===== config.mk =====
export PLATFORM = sky130hd
export DESIGN_NAME = arb_serial_32_8
export DESIGN_NICKNAME = d
export VERILOG_FILES = /design/src/rtl/arb_serial_32_8.sv
export SDC_FILE = /design/constraint.sdc
export NUM_CORES = 1
export LEC_CHECK = 0
export CAP_MARGIN = 20
export CORE_AREA = 2 2 95 97
export DETAILED_ROUTE_END_ITERATION = 8
export DIE_AREA = 0 0 97 99
export SETUP_SLACK_MARGIN = 0.02
export SYNTH_ARGS = -nofsm -noshare
export SYNTH_HDL_FRONTEND = slang
export SYNTH_SLANG_ARGS = --single-unit

===== constraint.sdc =====
create_clock -name clk -period 3.9 [get_ports clk]
set_input_delay 0.39 -clock clk [delete_from_list [all_inputs] [get_ports clk]]
set_output_delay 0.39 -clock clk [all_outputs]
set_load 0.05 [all_outputs]

===== src/rtl/arb_serial_32_8.sv =====
// Two-requester round-robin arbiter feeding a 32-bit to 8-bit serializer.
// Words go out MSB byte first; a new word can be granted while the last byte is on data_out.
module arb_serial_32_8 (
    input  logic        clk,
    input  logic        reset_L,
    input  logic        valid_in0,
    input  logic [31:0] data_in0,
    input  logic        valid_in1,
    input  logic [31:0] data_in1,
    output logic        accept0,
    output logic        accept1,
    output logic [7:0]  data_out,
    output logic        valid_out,
    output logic        first_out,
    output logic        source_out,
    output logic        busy
);

    typedef enum logic [0:0] {StIdle, StSend} state_e;

    state_e      state;
    logic [23:0] hold_q, hold_d;
    logic [1:0]  cnt_q, cnt_d;
    logic        prio_q, prio_d;
    logic [7:0]  data_q, data_d;
    logic        valid_q, valid_d;
    logic        first_q, first_d;
    logic        source_q, source_d;
    logic        can_accept;
    logic        grant0, grant1;

    // The FSM state is implied by the remaining-byte count.
    assign state = (cnt_q != 2'd0) ? StSend : StIdle;

    always_comb begin
        can_accept = reset_L && (state == StIdle);
        grant0     = can_accept && valid_in0 && (!valid_in1 || !prio_q);
        grant1     = can_accept && valid_in1 && (!valid_in0 || prio_q);
    end

    always_comb begin
        hold_d   = hold_q;
        cnt_d    = cnt_q;
        prio_d   = prio_q;
        data_d   = data_q;
        valid_d  = 1'b0;
        first_d  = 1'b0;
        source_d = source_q;
        unique case (state)
            StIdle: begin
                if (grant0 || grant1) begin
                    data_d   = grant1 ? data_in1[31:24] : data_in0[31:24];
                    hold_d   = grant1 ? data_in1[23:0]  : data_in0[23:0];
                    cnt_d    = 2'd3;
                    valid_d  = 1'b1;
                    first_d  = 1'b1;
                    source_d = grant1;
                    // Point away from whoever just won, even if it was alone.
                    prio_d   = ~grant1;
                end
            end
            StSend: begin
                data_d  = hold_q[23:16];
                hold_d  = {hold_q[15:0], 8'h00};
                cnt_d   = cnt_q - 2'd1;
                valid_d = 1'b1;
            end
            default: ;
        endcase
    end

    always_ff @(posedge clk) begin
        if (!reset_L) begin
            hold_q   <= 24'h000000;
            cnt_q    <= 2'd0;
            prio_q   <= 1'b0;
            data_q   <= 8'h00;
            valid_q  <= 1'b0;
            first_q  <= 1'b0;
            source_q <= 1'b0;
        end else begin
            hold_q   <= hold_d;
            cnt_q    <= cnt_d;
            prio_q   <= prio_d;
            data_q   <= data_d;
            valid_q  <= valid_d;
            first_q  <= first_d;
            source_q <= source_d;
        end
    end

    assign accept0    = grant0;
    assign accept1    = grant1;
    assign data_out   = data_q;
    assign valid_out  = valid_q;
    assign first_out  = first_q;
    assign source_out = source_q;
    assign busy       = (cnt_q != 2'd0);

endmodule


==> After elaboration in Yosys (flattened, before gate mapping) <==
Cells that the tools add are included.
{ "word_totals": {"register_bits": 38, "inputBits": 68, "output_inout_bits": 14, "word_cells": 37} }
{ "op_classes": {"n_addsub": 1, "n_eq_ne": 1, "mux": 11, "bitwise_logic": 3, "reduce_logical": 14} }
{ "ops": {"columns": ["operator", "n"], "rows": [
  ["24-bit 2-to-1 mux", 2],
  ["24-bit case mux with 2 select lines", 1],
  ["8-bit 2-to-1 mux", 2],
  ["8-bit case mux with 2 select lines", 1],
  ["1-bit logical AND", 5],
  ["2-bit case mux with 2 select lines", 1],
  ["1-bit logical NOT", 3],
  ["1-bit logical OR", 3],
  ["1-bit NOT", 3],
  ["1-bit 2-to-1 mux", 2],
  ["2-bit 2-to-1 mux", 1],
  ["2-bit by 1-bit != test with 1-bit output, second input constant", 1],
  ["1-bit case mux with 2 select lines", 1],
  ["2-bit AND reduction", 1],
  ["2-bit nonzero test", 1],
  ["2-bit OR reduction", 1],
  ["2-bit by 1-bit subtractor with 2-bit output, second input constant", 1]
]} }

==> Logic depth before layout (Yosys ltp) <==
Gate-level depths: netlist of the first run.
{ "logic_depth": {"ltp_word": 9, "depth_mapped": 9, "ltp_nobuf": 8} }

==> Least setup slack after synthesis of the first run <==
Ideal clock, no wire load.
{ "synth_timing": {"kind": "register to output", "start": "reg cnt_q[0]", "end": "out accept1", "arrival_ns": 1.656, "t_required_ns": 3.510, "setup_slack_ns": 1.854, "path_stages_with_launch": 7, "n_path_buf": 2, "path_cell_list": "dfxtp_1 inv_1 ha_1 buf_2 buf_2 nand2_1 nor2_1"} }
{ "synth_between": {"elab_chain_len": 6} }
{ "synth_lines": {"columns": ["element", "line", "rtl"], "rows": [
  ["from (decl)", "23", "logic [1:0] cnt_q, cnt_d;"],
  ["from (signal assigned)", "83", "cnt_q <= cnt_d;"],
  ["2-bit nonzero test", "33", "assign state = (cnt_q != 2'd0) ? StSend : StIdle;"],
  ["1-bit 2-to-1 mux", "33", null],
  ["1-bit NOT", null, null],
  ["1-bit logical AND", "36", "can_accept = reset_L && (state == StIdle);"],
  ["1-bit logical AND (2 in series)", "38", "grant1 = can_accept && valid_in1 && (!valid_in0 || prio_q);"],
  ["to (decl)", "11", "output logic accept1,"]
]} }
No other way between the ends.

==> Worst setup path in the final report of the first run <==
{ "layout_timing": {"start": "in valid_in0", "end": "out accept1"} }
{ "layout_between": {"elab_chain_len": 3} }
{ "layout_lines": {"columns": ["element", "line", "rtl"], "rows": [
  ["from (decl)", "6", "input logic valid_in0,"],
  ["1-bit logical NOT", "38", null],
  ["1-bit logical OR", "38", null],
  ["1-bit logical AND", "38", null]
]} }
No other way between the ends.

==> results of run 1 <==
[sequential cells by signal, summed over array words and instances (netlist names)]
register and cells:
source_out 1, first_out 1, hold_q 24, cnt_q 2
prio_q 1, valid_out 1, data_out 8
[cell type report]
| type | instances | area, sq um | share of cell area |
|---|---|---|---|
| tap | 108 | 135 | 0.0449 |
| multi-input combinational | 153 | 1160 | 0.385 |
| inverter | 10 | 42.5 | 0.0141 |
| sequential | 38 | 761 | 0.253 |
| clock buffer | 6 | 82.6 | 0.0274 |
| timing repair buffer | 84 | 831 | 0.276 |
[final timing paths]
kind / end / slack (ns)
worst min-delay path: hold_q[1] / 0.49
worst max register to register: data_out[4] / 1.89
worst max-delay path: accept1 / 0.96
worst min register to register: hold_q[1] / 0.49
[per-layer routing]
| layer | vias to the layer above | routed length [um] | GRT usage | share of wire |
|---|---|---|---|---|
| met3 | 6 | 387 | 0.0319 | 0.071 |
| li1 | 932 | - | - | - |
| met1 | 830 | 2400 | 0.151 | 0.44 |
| met4 | 0 | 78 | 0.0358 | 0.014 |
| met2 | 65 | 2570 | 0.181 | 0.47 |
| met5 | - | 0 | 0 | 0 |
[per-stage QoR]
step	total power (W)	instance area, sq um
final	0.00117	3010
after global routing	0.00124	3010
after CTS	0.00119	3010
after detailed placement	0.000915	2930
after global placement	0.000909	2930
after floorplan	0.000773	2090
[power groups by stage]
| stage | sequential (W) | combinational [W] | clock, W |
|---|---|---|---|
| global route | 0.000473 | 0.000472 | 0.000297 |
| finish | 0.000467 | 0.000432 | 0.000269 |
| detailed placement | 0.000477 | 0.000438 | 0 |
| global placement | 0.000476 | 0.000433 | 0 |
| floorplan | 0.000521 | 0.000252 | 0 |
| CTS | 0.000468 | 0.000439 | 0.000279 |
[critical path, delay by kind of cell]
family | cells | cell delay, ns
buffers and inverters | 2 | 1.52
and+or+nand+nor | 3 | 0.63
[layout by cell type (no fill, tap or decap)]
cell / n
a211oi_1: 2
a21oi_1: 13
a21oi_2: 11
a311oi_1: 1
a32oi_1: 1
and3_1: 2
buf_4: 4
clkbuf_8: 6
clkdlybuf4s50_1: 80
dfxtp_1: 38
ha_1: 1
inv_1: 7
inv_2: 2
inv_6: 1
mux2_1: 16
mux2_2: 4
mux2i_1: 25
nand2_1: 6
nand2_4: 1
nand2b_1: 1
nand3_1: 6
nor2_1: 14
nor2_2: 1
nor2_8: 1
o21ai_0: 17
o21ai_1: 5
o21ai_2: 11
o21ai_4: 1
o22ai_1: 8
o2bb2ai_1: 5
[cell families (layout without fill, tap and decap cells)]
logic type / count (synthesis) / in the layout / synth area share
and+or+nand+nor: 32 / 32 / 0.0771
buffers and inverters: 26 / 100 / 0.0830
muxes: 45 / 45 / 0.227
adders and majority gates: 1 / 1 / 0.00597
DFF: 38 / 38 / 0.363
AOI/OAI and AO/OA: 75 / 75 / 0.244
==> run summary, run 1 <==
Commonest cells in the netlist = 38 x dfxtp_1, 25 x mux2i_1, 17 x o21ai_0
Die area = 0.00960 sq mm
EDFF count, synth = 0
Core box area = 0.00855 sq mm
N_diodes = 0
Max VDD drop = 0.124 mV
Hold Crit Start = hold_q[1]
Top cells by area, synth = dfxtp_1 36%, mux2i_1 12%, mux2_1 8.6%, a21oi_2 4.6%, o21ai_2 4.6%
Chip width = 97 um
Fin. max-slew vios = 0
Detailed Routing Iterations Pass 1 = 4
Synth Instances = 217
Post-Route Utilization = 0.352
Initial antenna violation count = 0
Clk slew on worst S/H paths = 0.07 ns
Hold WS = 0.486 ns
Max-Cap Viols = 0
Power share of the clock group = 0.230
Number of cells on the worst reg-to-reg path = 8
Mean post-synth cell area = 9.65 sq um
Endpoints failing hold = 0
Comb power frac = 0.370
Post-CTS resize count = 0
Routability cong. = 0.720
Synth-to-layout area growth = 43.8%
I/O Buffers = 81
Sequential area share after synthesis = 0.363
I/O Pins = 82
Die Height = 99 um
Warnings from Yosys = 0
# fillers = 866
Post-route minimum period = 2.94 ns
First-pass GRT wire length = 8910 um
RSZ-0062 raised after global routing = no
Final Cycle Share = 0.753
CP max FO = 15
Cell area after synthesis = 0.00209 sq mm
CTS Buf Count = 5
Worst EP arrival = 2.55 ns
Via-to-Cell Ratio = 4.59
Worst-skew pair later-pin latency = 0.28 ns
DRC viols = 0
Worst min-delay path class = flip-flop to flip-flop
Vias in the first global route = 1765
Critical path's most frequent cell = clkdlybuf4s50_1
Relative slew slack = 0.575
Largest net degree at the start of global routing = 38
Antenna-violating nets left = 0
Max frequency = 341 MHz
Iteration-0 DRC Markers = 101
Flop pwr share = 0.400
Clk buf depth = 2
Routed vias = 1833
Fraction of layout cells with a size suffix above 1 = 0.148
Min-Delay Path Depth = 2
Post-CTS setup buffer count = 0
Dpl ws = 0.946 ns
Seq cells post-synth = 38
Crit end category = primary output
Synth unique cells = 33
Dominant cell type by area after synthesis = dfxtp_1
Most frequent cell after synthesis = dfxtp_1
Cell count after placement = 393
Sw Pwr = 0.000397 W
Synthesized net count = 286
Most used DFF post-synth = dfxtp_1
Power density over cell area = 388 mW/mm^2
Startpoint types = input pin
Initial Util = 0.245
Row count = 34
CP Launch Point = valid_in0
Static leakage = 1.21 nW
Finished Layout Cells = 399
Switching Fraction = 0.340
Slowest cell on the critical path = clkdlybuf4s50_1
# clock sinks = 38
Synth top area share = 0.363
Overflow after GRT = 0
Final HPWL DP = 4070 um
DR WL/cell = 13.6 um
Fraction of registers with async set/reset = 0
Worst Max-Slew Pin Slew = 0.635 ns
Fin nets = 361
Worst R2R Start = cnt_q[0]
GRT Overall Usage = 0.114
Setup CP Type = input pin to primary output
TritonCTS clock tree = built
Worst-path cell chain = clkdlybuf4s50_1, nand2b_1, nand2_4, nor2_1, clkdlybuf4s50_1
H-Tree Depth = 2
Endpoints failing setup = 0
Required @ worst endpoint = 3.51 ns
Pint = 0.000770 W
Status = completed
Setup tns final = 0 ns
Final Routed Wirelength = 5430 um
Clk Tree Root Cell = clkbuf_8
# hold bufs at CTS = 0
Clock Skews = 0.00565 ns
CP max stage delay = 0.81 ns
Worst setup margin = 0.965 ns
Power figures use the tool's default switching activity.
==> run 2: changes to the inputs <==
==> constraint.sdc (replaced) <==
create_clock -name clk -period 3.1 [get_ports clk]
set_input_delay 0.31 -clock clk [delete_from_list [all_inputs] [get_ports clk]]
set_output_delay 0.31 -clock clk [all_outputs]
set_load 0.05 [all_outputs]
==> run summary, run 2 (synthesized netlist as in run 1, its figures left out) <==
Status = completed
Post-CTS setup buffer count = 0 (unchanged)
# hold bufs at CTS = 0 (unchanged)
CP Launch Point = cnt_q[0]
Worst EP arrival = 1.87 ns (-0.68 ns)
CTS Buf Count = 5 (unchanged)
Fraction of layout cells with a size suffix above 1 = 0.160 (+0.0121)
Worst min-delay path class = flip-flop to flip-flop
Max VDD drop = 0.155 mV (+25%)
Worst-skew pair later-pin latency = 0.29 ns (about the same)
CP max FO = 4 (-11)
Tot Pwr = 0.00147 W (+26%)
Power share of the clock group = 0.225 (-0.005)
Worst setup margin = 0.923 ns (-0.0423 ns)
Commonest cells after routing, fill and taps aside = 79 x clkdlybuf4s50_1, 38 x dfxtp_1, 25 x mux2i_1
Slowest cell on the critical path = clkdlybuf4s50_1
# fillers = 870 (+0.46%)
DRC viols = 0 (unchanged)
Max FFs per register = 24 (unchanged)
Min-Delay Path Depth = 1 (-1)
Crit end category = primary output
Post-Route Utilization = 0.356 (+0.00395)
Vias in the first global route = 1815 (+2.8%)
Setup tns final = 0 ns (unchanged)
RSZ-0062 raised after global routing = no
Max frequency = 459 MHz
Endpoints failing hold = 0 (unchanged)
TritonCTS clock tree = built
Sw Pwr = 0.000515 W (+30%)
Static leakage = 1.23 nW (+1.5%)
# clock sinks = 38 (unchanged)
Antenna-violating nets left = 0 (unchanged)
Max-Cap Viols = 0 (unchanged)
Initial Util = 0.245 (unchanged)
Endpoints failing setup = 0 (unchanged)
GRT Overall Usage = 0.115 (+0.000813)
Detailed Routing Iterations Pass 1 = 4 (unchanged)
Commonest non-fill, non-tap cell in the layout = clkdlybuf4s50_1
Largest net degree at the start of global routing = 40 (+5.3%)
Worst R2R Start = prio_q
Clk buf depth = 2 (unchanged)
Routability cong. = 0.705 (-2.1%)
Clk slew on worst S/H paths = 0.08 ns (about the same)
Hold Crit Start = cnt_q[0]
Iteration-0 DRC Markers = 86 (-15%)
Die area = 0.00960 sq mm (unchanged)
Worst Max-Slew Pin Slew = 0.501 ns (-0.134 ns)
Final Routed Wirelength = 5600 um (+3.0%)
Setup CP Type = flip-flop to primary output
DR WL/cell = 13.9 um (+2.2%)
Initial antenna violation count = 0 (unchanged)
First-pass GRT wire length = 8880 um (-0.38%)
Fin. max-slew vios = 0 (unchanged)
Dpl ws = 0.900 ns (-0.0463 ns)
Switching Fraction = 0.351 (+0.0106)
Required @ worst endpoint = 2.79 ns (-0.72 ns)
Comb power frac = 0.375 (+0.005)
Relative slew slack = 0.665 (+0.0897)
Routed vias = 1846 (+0.71%)
CP max stage delay = 0.83 ns (+0.02 ns)
Number of cells on the worst reg-to-reg path = 5 (-3)
Worst-path cell chain = inv_1, ha_1, inv_2, clkdlybuf4s50_1
Startpoint types = flip-flop
Post-route minimum period = 2.18 ns
I/O Buffers = 81 (unchanged)
I/O Pins = 82 (unchanged)
Via-to-Cell Ratio = 4.59 (about the same)
Largest register by flop count = hold_q
Post-CTS resize count = 0 (unchanged)
H-Tree Depth = 2 (unchanged)
Fin nets = 363 (+0.55%)
Flop pwr share = 0.400 (about the same)
Core box area = 0.00855 sq mm (unchanged)
Overflow after GRT = 0 (unchanged)
Synth-to-layout area growth = 45.4%
Row count = 34 (unchanged)
Multi-input logic area = 0.00116 sq mm (unchanged)
Chip width = 97 um (unchanged)
Final Cycle Share = 0.702
Clk Tree Root Cell = clkbuf_8
Reg area = 761 sq um (unchanged)
Die Height = 99 um (unchanged)
Power density over cell area = 482 mW/mm^2 (+24%)
Pint = 0.000953 W (+24%)
Final HPWL DP = 4140 um (+1.6%)
N_diodes = 0 (unchanged)
Clock Skews = 0.00750 ns (+0.00186 ns)
## run 2: final timing paths
kind                                   to  slack, ns
worst max-delay path                 busy       0.92
worst min-delay path             cnt_q[0]       0.47
worst max register to register  hold_q[8]       1.28
worst min register to register   cnt_q[0]       0.47
## run 2: layout make-up
| type | count | area share |
|---|---|---|
| sequential | 38 | 0.250 |
| clock inverter | 2 | 0.00329 |
| tap | 108 | 0.0444 |
| timing repair buffer | 86 | 0.285 |
| clock buffer | 5 | 0.0226 |
| multi-input combinational | 153 | 0.381 |
| inverter | 10 | 0.0140 |
## run 2: metrics by stage
| stage | instances | cell area [sq um] | hold slack, ns |
|---|---|---|---|
| detailed placement | 395 | 2970 | 0.463 |
| floorplan | 217 | 2090 | 0.436 |
| CTS | 402 | 3050 | 0.475 |
| finish | 402 | 3050 | 0.469 |
| global placement | 395 | 2970 | 0.447 |
| global route | 402 | 3050 | 0.500 |
## run 2: power groups by stage
stage	Clock [W]	Sequential, W	Combinational, W
6_report	0.000330	0.000587	0.000551
5_1_grt	0.000361	0.000596	0.000598
4_1_cts	0.000344	0.000588	0.000558
3_5_place_dp	0	0.000600	0.000557
3_3_place_gp	0	0.000599	0.000551
2_1_floorplan	0	0.000655	0.000317
## run 2: layer usage
| layer | vias to the layer above | wire, um | global-route usage |
|---|---|---|---|
| met1 | 833 | 2530 | 0.148 |
| met4 | 0 | 61 | 0.0336 |
| li1 | 935 | - | - |
| met2 | 73 | 2690 | 0.191 |
| met3 | 5 | 316 | 0.0284 |
| met5 | - | 0 | 0 |
## run 2: critical path, delay by kind of cell (launching register included)
| kind | cells | cell delay (ns) |
|---|---|---|
| flops | 1 | 0.36 |
| fa+ha+maj | 1 | 0.21 |
| buf+inv | 3 | 1.01 |
==> run 3: changes to the inputs <==
==> constraint.sdc (replaced) <==
create_clock -name clk -period 2.2 [get_ports clk]
set_input_delay 0.22 -clock clk [delete_from_list [all_inputs] [get_ports clk]]
set_output_delay 0.22 -clock clk [all_outputs]
set_load 0.05 [all_outputs]
==> run summary, run 3 (synthesized netlist as in run 1, its figures left out) <==
Clock Skews = 0.00595 ns (-0.00155 ns)
Crit end category = primary output
Power density over cell area = 710 mW/mm^2 (+47%)
Overflow after GRT = 0 (unchanged)
Post-route minimum period = 1.93 ns
Highest metal used = met4
Cell Area, Placed = 0.00300 sq mm (+1.0%)
Max-Cap Viols = 0 (unchanged)
CP delay by family, top = simple AND/OR/NAND/NOR gates
Clk Tree Root Cell = clkbuf_8
Post-route cell area = 0.00310 sq mm (+1.9%)
I/O Buffers = 81 (unchanged)
DRC viols = 0 (unchanged)
Worst path bufs/invs = 1 (-2)
Fin. max-slew vios = 0 (unchanged)
Setup CP Type = flip-flop to primary output
Die area = 0.00960 sq mm (unchanged)
Synth-to-layout area growth = 48.1%
First-pass GRT wire length = 8930 um (+0.54%)
H-Tree Depth = 2 (unchanged)
Detailed Routing Iterations Pass 1 = 5 (+1)
Required @ worst endpoint = 1.98 ns (-0.81 ns)
Worst min-delay path class = flip-flop to flip-flop
N_diodes = 0 (unchanged)
Worst R2R Start = cnt_q[0]
Max FFs per register = 24 (unchanged)
Initial antenna violation count = 0 (unchanged)
RSZ-0062 raised after global routing = no
Static leakage = 1.25 nW (+2.0%)
CP max FO = 18 (+14)
Core box area = 0.00855 sq mm (unchanged)
Hold WS = 0.467 ns (-0.00167 ns)
Commonest non-fill, non-tap cell in the layout = clkdlybuf4s50_1
Min-Delay Path Depth = 1 (unchanged)
Hold Crit Start = cnt_q[0]
Worst-path cell chain = nand2b_1, nand2_4, nor2_1, buf_12
Routability cong. = 0.783 (+11%)
Row count = 34 (unchanged)
Total stage count of the critical path = 4 (unchanged)
Commonest cells after routing, fill and taps aside = 78 x clkdlybuf4s50_1, 38 x dfxtp_1, 25 x mux2i_1
Clk buf depth = 2 (unchanged)
Post-Route Utilization = 0.363 (+0.00673)
I/O Pins = 82 (unchanged)
Max frequency = 518 MHz
Relative slew slack = 0.664 (-0.00101)
Reg2Reg Setup Slack = 0.49 ns (-0.79 ns)
Antenna-violating nets left = 0 (unchanged)
Slowest cell on the critical path = dfxtp_1
Via-to-Cell Ratio = 4.53 (-1.4%)
Iteration-0 DRC Markers = 127 (+48%)
Max VDD drop = 0.309 mV (+100%)
CP max stage delay = 0.38 ns (-0.45 ns)
Metal-1 WL = 2530 um (+0.24%)
Final Cycle Share = 0.877
Post-CTS resize count = 0 (unchanged)
Number of cells on the worst reg-to-reg path = 8 (+3)
Met2 WL = 2720 um (+0.89%)
Clk slew on worst S/H paths = 0.07 ns (about the same)
# fillers = 873 (+0.34%)
Startpoint types = flip-flop
Largest net degree at the start of global routing = 40 (unchanged)
DR WL/cell = 13.8 um (-0.74%)
Routed vias = 1829 (-0.92%)
Endpoints failing hold = 0 (unchanged)
Worst Max-Slew Pin Slew = 0.502 ns (+0.00152 ns)
Metal3 WL = 280 um (-11%)
Vias in the first global route = 1801 (-0.77%)
Tot Pwr = 0.00220 W (+50%)
Worst R2R End = hold_q[21]
Die Height = 99 um (unchanged)
CTS Buf Count = 5 (unchanged)
Initial Util = 0.245 (unchanged)
Worst-skew pair later-pin latency = 0.29 ns (about the same)
Final Routed Wirelength = 5580 um (-0.25%)
Status = completed
Post-CTS setup buffer count = 0 (unchanged)
Fin nets = 364 (+0.28%)
Largest register by flop count = hold_q
Endpoints failing setup = 0 (unchanged)
# hold bufs at CTS = 0 (unchanged)
Fraction of layout cells with a size suffix above 1 = 0.162 (+0.00230)
Chip width = 97 um (unchanged)
Hold Path End = cnt_q[0]
Final HPWL DP = 4130 um (-0.10%)
TritonCTS clock tree = built
Setup tns final = 0 ns (unchanged)
GRT Overall Usage = 0.115 (+0.000647)
# clock sinks = 38 (unchanged)
Worst EP arrival = 1.71 ns (-0.16 ns)
## run 3: cell count changes in the layout (fill, tap and decap cells not counted)
cell             previous run  this run
clkdlybuf4s50_1            79        78
bufinv_16                   0         1
clkbuf_1                    0         2
clkinv_2                    2         0
buf_12                      2         4
## run 3: through the flow
step | instances | worst slack (ns)
4_1_cts | 404 | 0.248
3_5_place_dp | 396 | 0.248
3_3_place_gp | 396 | 0.312
6_report | 404 | 0.270
2_1_floorplan | 217 | 0.324
5_1_grt | 404 | 0.141
## run 3: how the worst max path moves through the flow
| stage | startpoint | end |
|---|---|---|
| after floorplan | cnt_q[0] | accept1 |
| after global placement | valid_in0 | hold_q[18] |
| after detailed placement | valid_in0 | hold_q[16] |
| after CTS | prio_q | accept1 |
| after global routing | prio_q | accept1 |
| final | prio_q | accept1 |
## run 3: routing by layer
| layer | vias up | global-route usage |
|---|---|---|
| met5 | - | 0 |
| met4 | 0 | 0.0358 |
| met3 | 4 | 0.0298 |
| met1 | 829 | 0.149 |
| li1 | 938 | - |
| met2 | 58 | 0.190 |
## run 3: cell type report
| cell class | instances | area (sq um) | share of cell area |
|---|---|---|---|
| Sequential cell | 38 | 761 | 0.245 |
| Multi-Input combinational cell | 153 | 1160 | 0.374 |
| Inverter | 10 | 42.5 | 0.0137 |
| Tap cell | 108 | 135 | 0.0435 |
| Timing Repair Buffer | 87 | 898 | 0.290 |
| Clock buffer | 7 | 76.3 | 0.0246 |
| Clock inverter | 1 | 30.0 | 0.00968 |
## run 3: power breakdown
| part | leakage, nW | switching (W) | internal, W |
|---|---|---|---|
| sequential | 0.313 | 0.0000464 | 0.000782 |
| combinational | 0.888 | 0.000432 | 0.000364 |
| clock | 0.0524 | 0.000240 | 0.000339 |
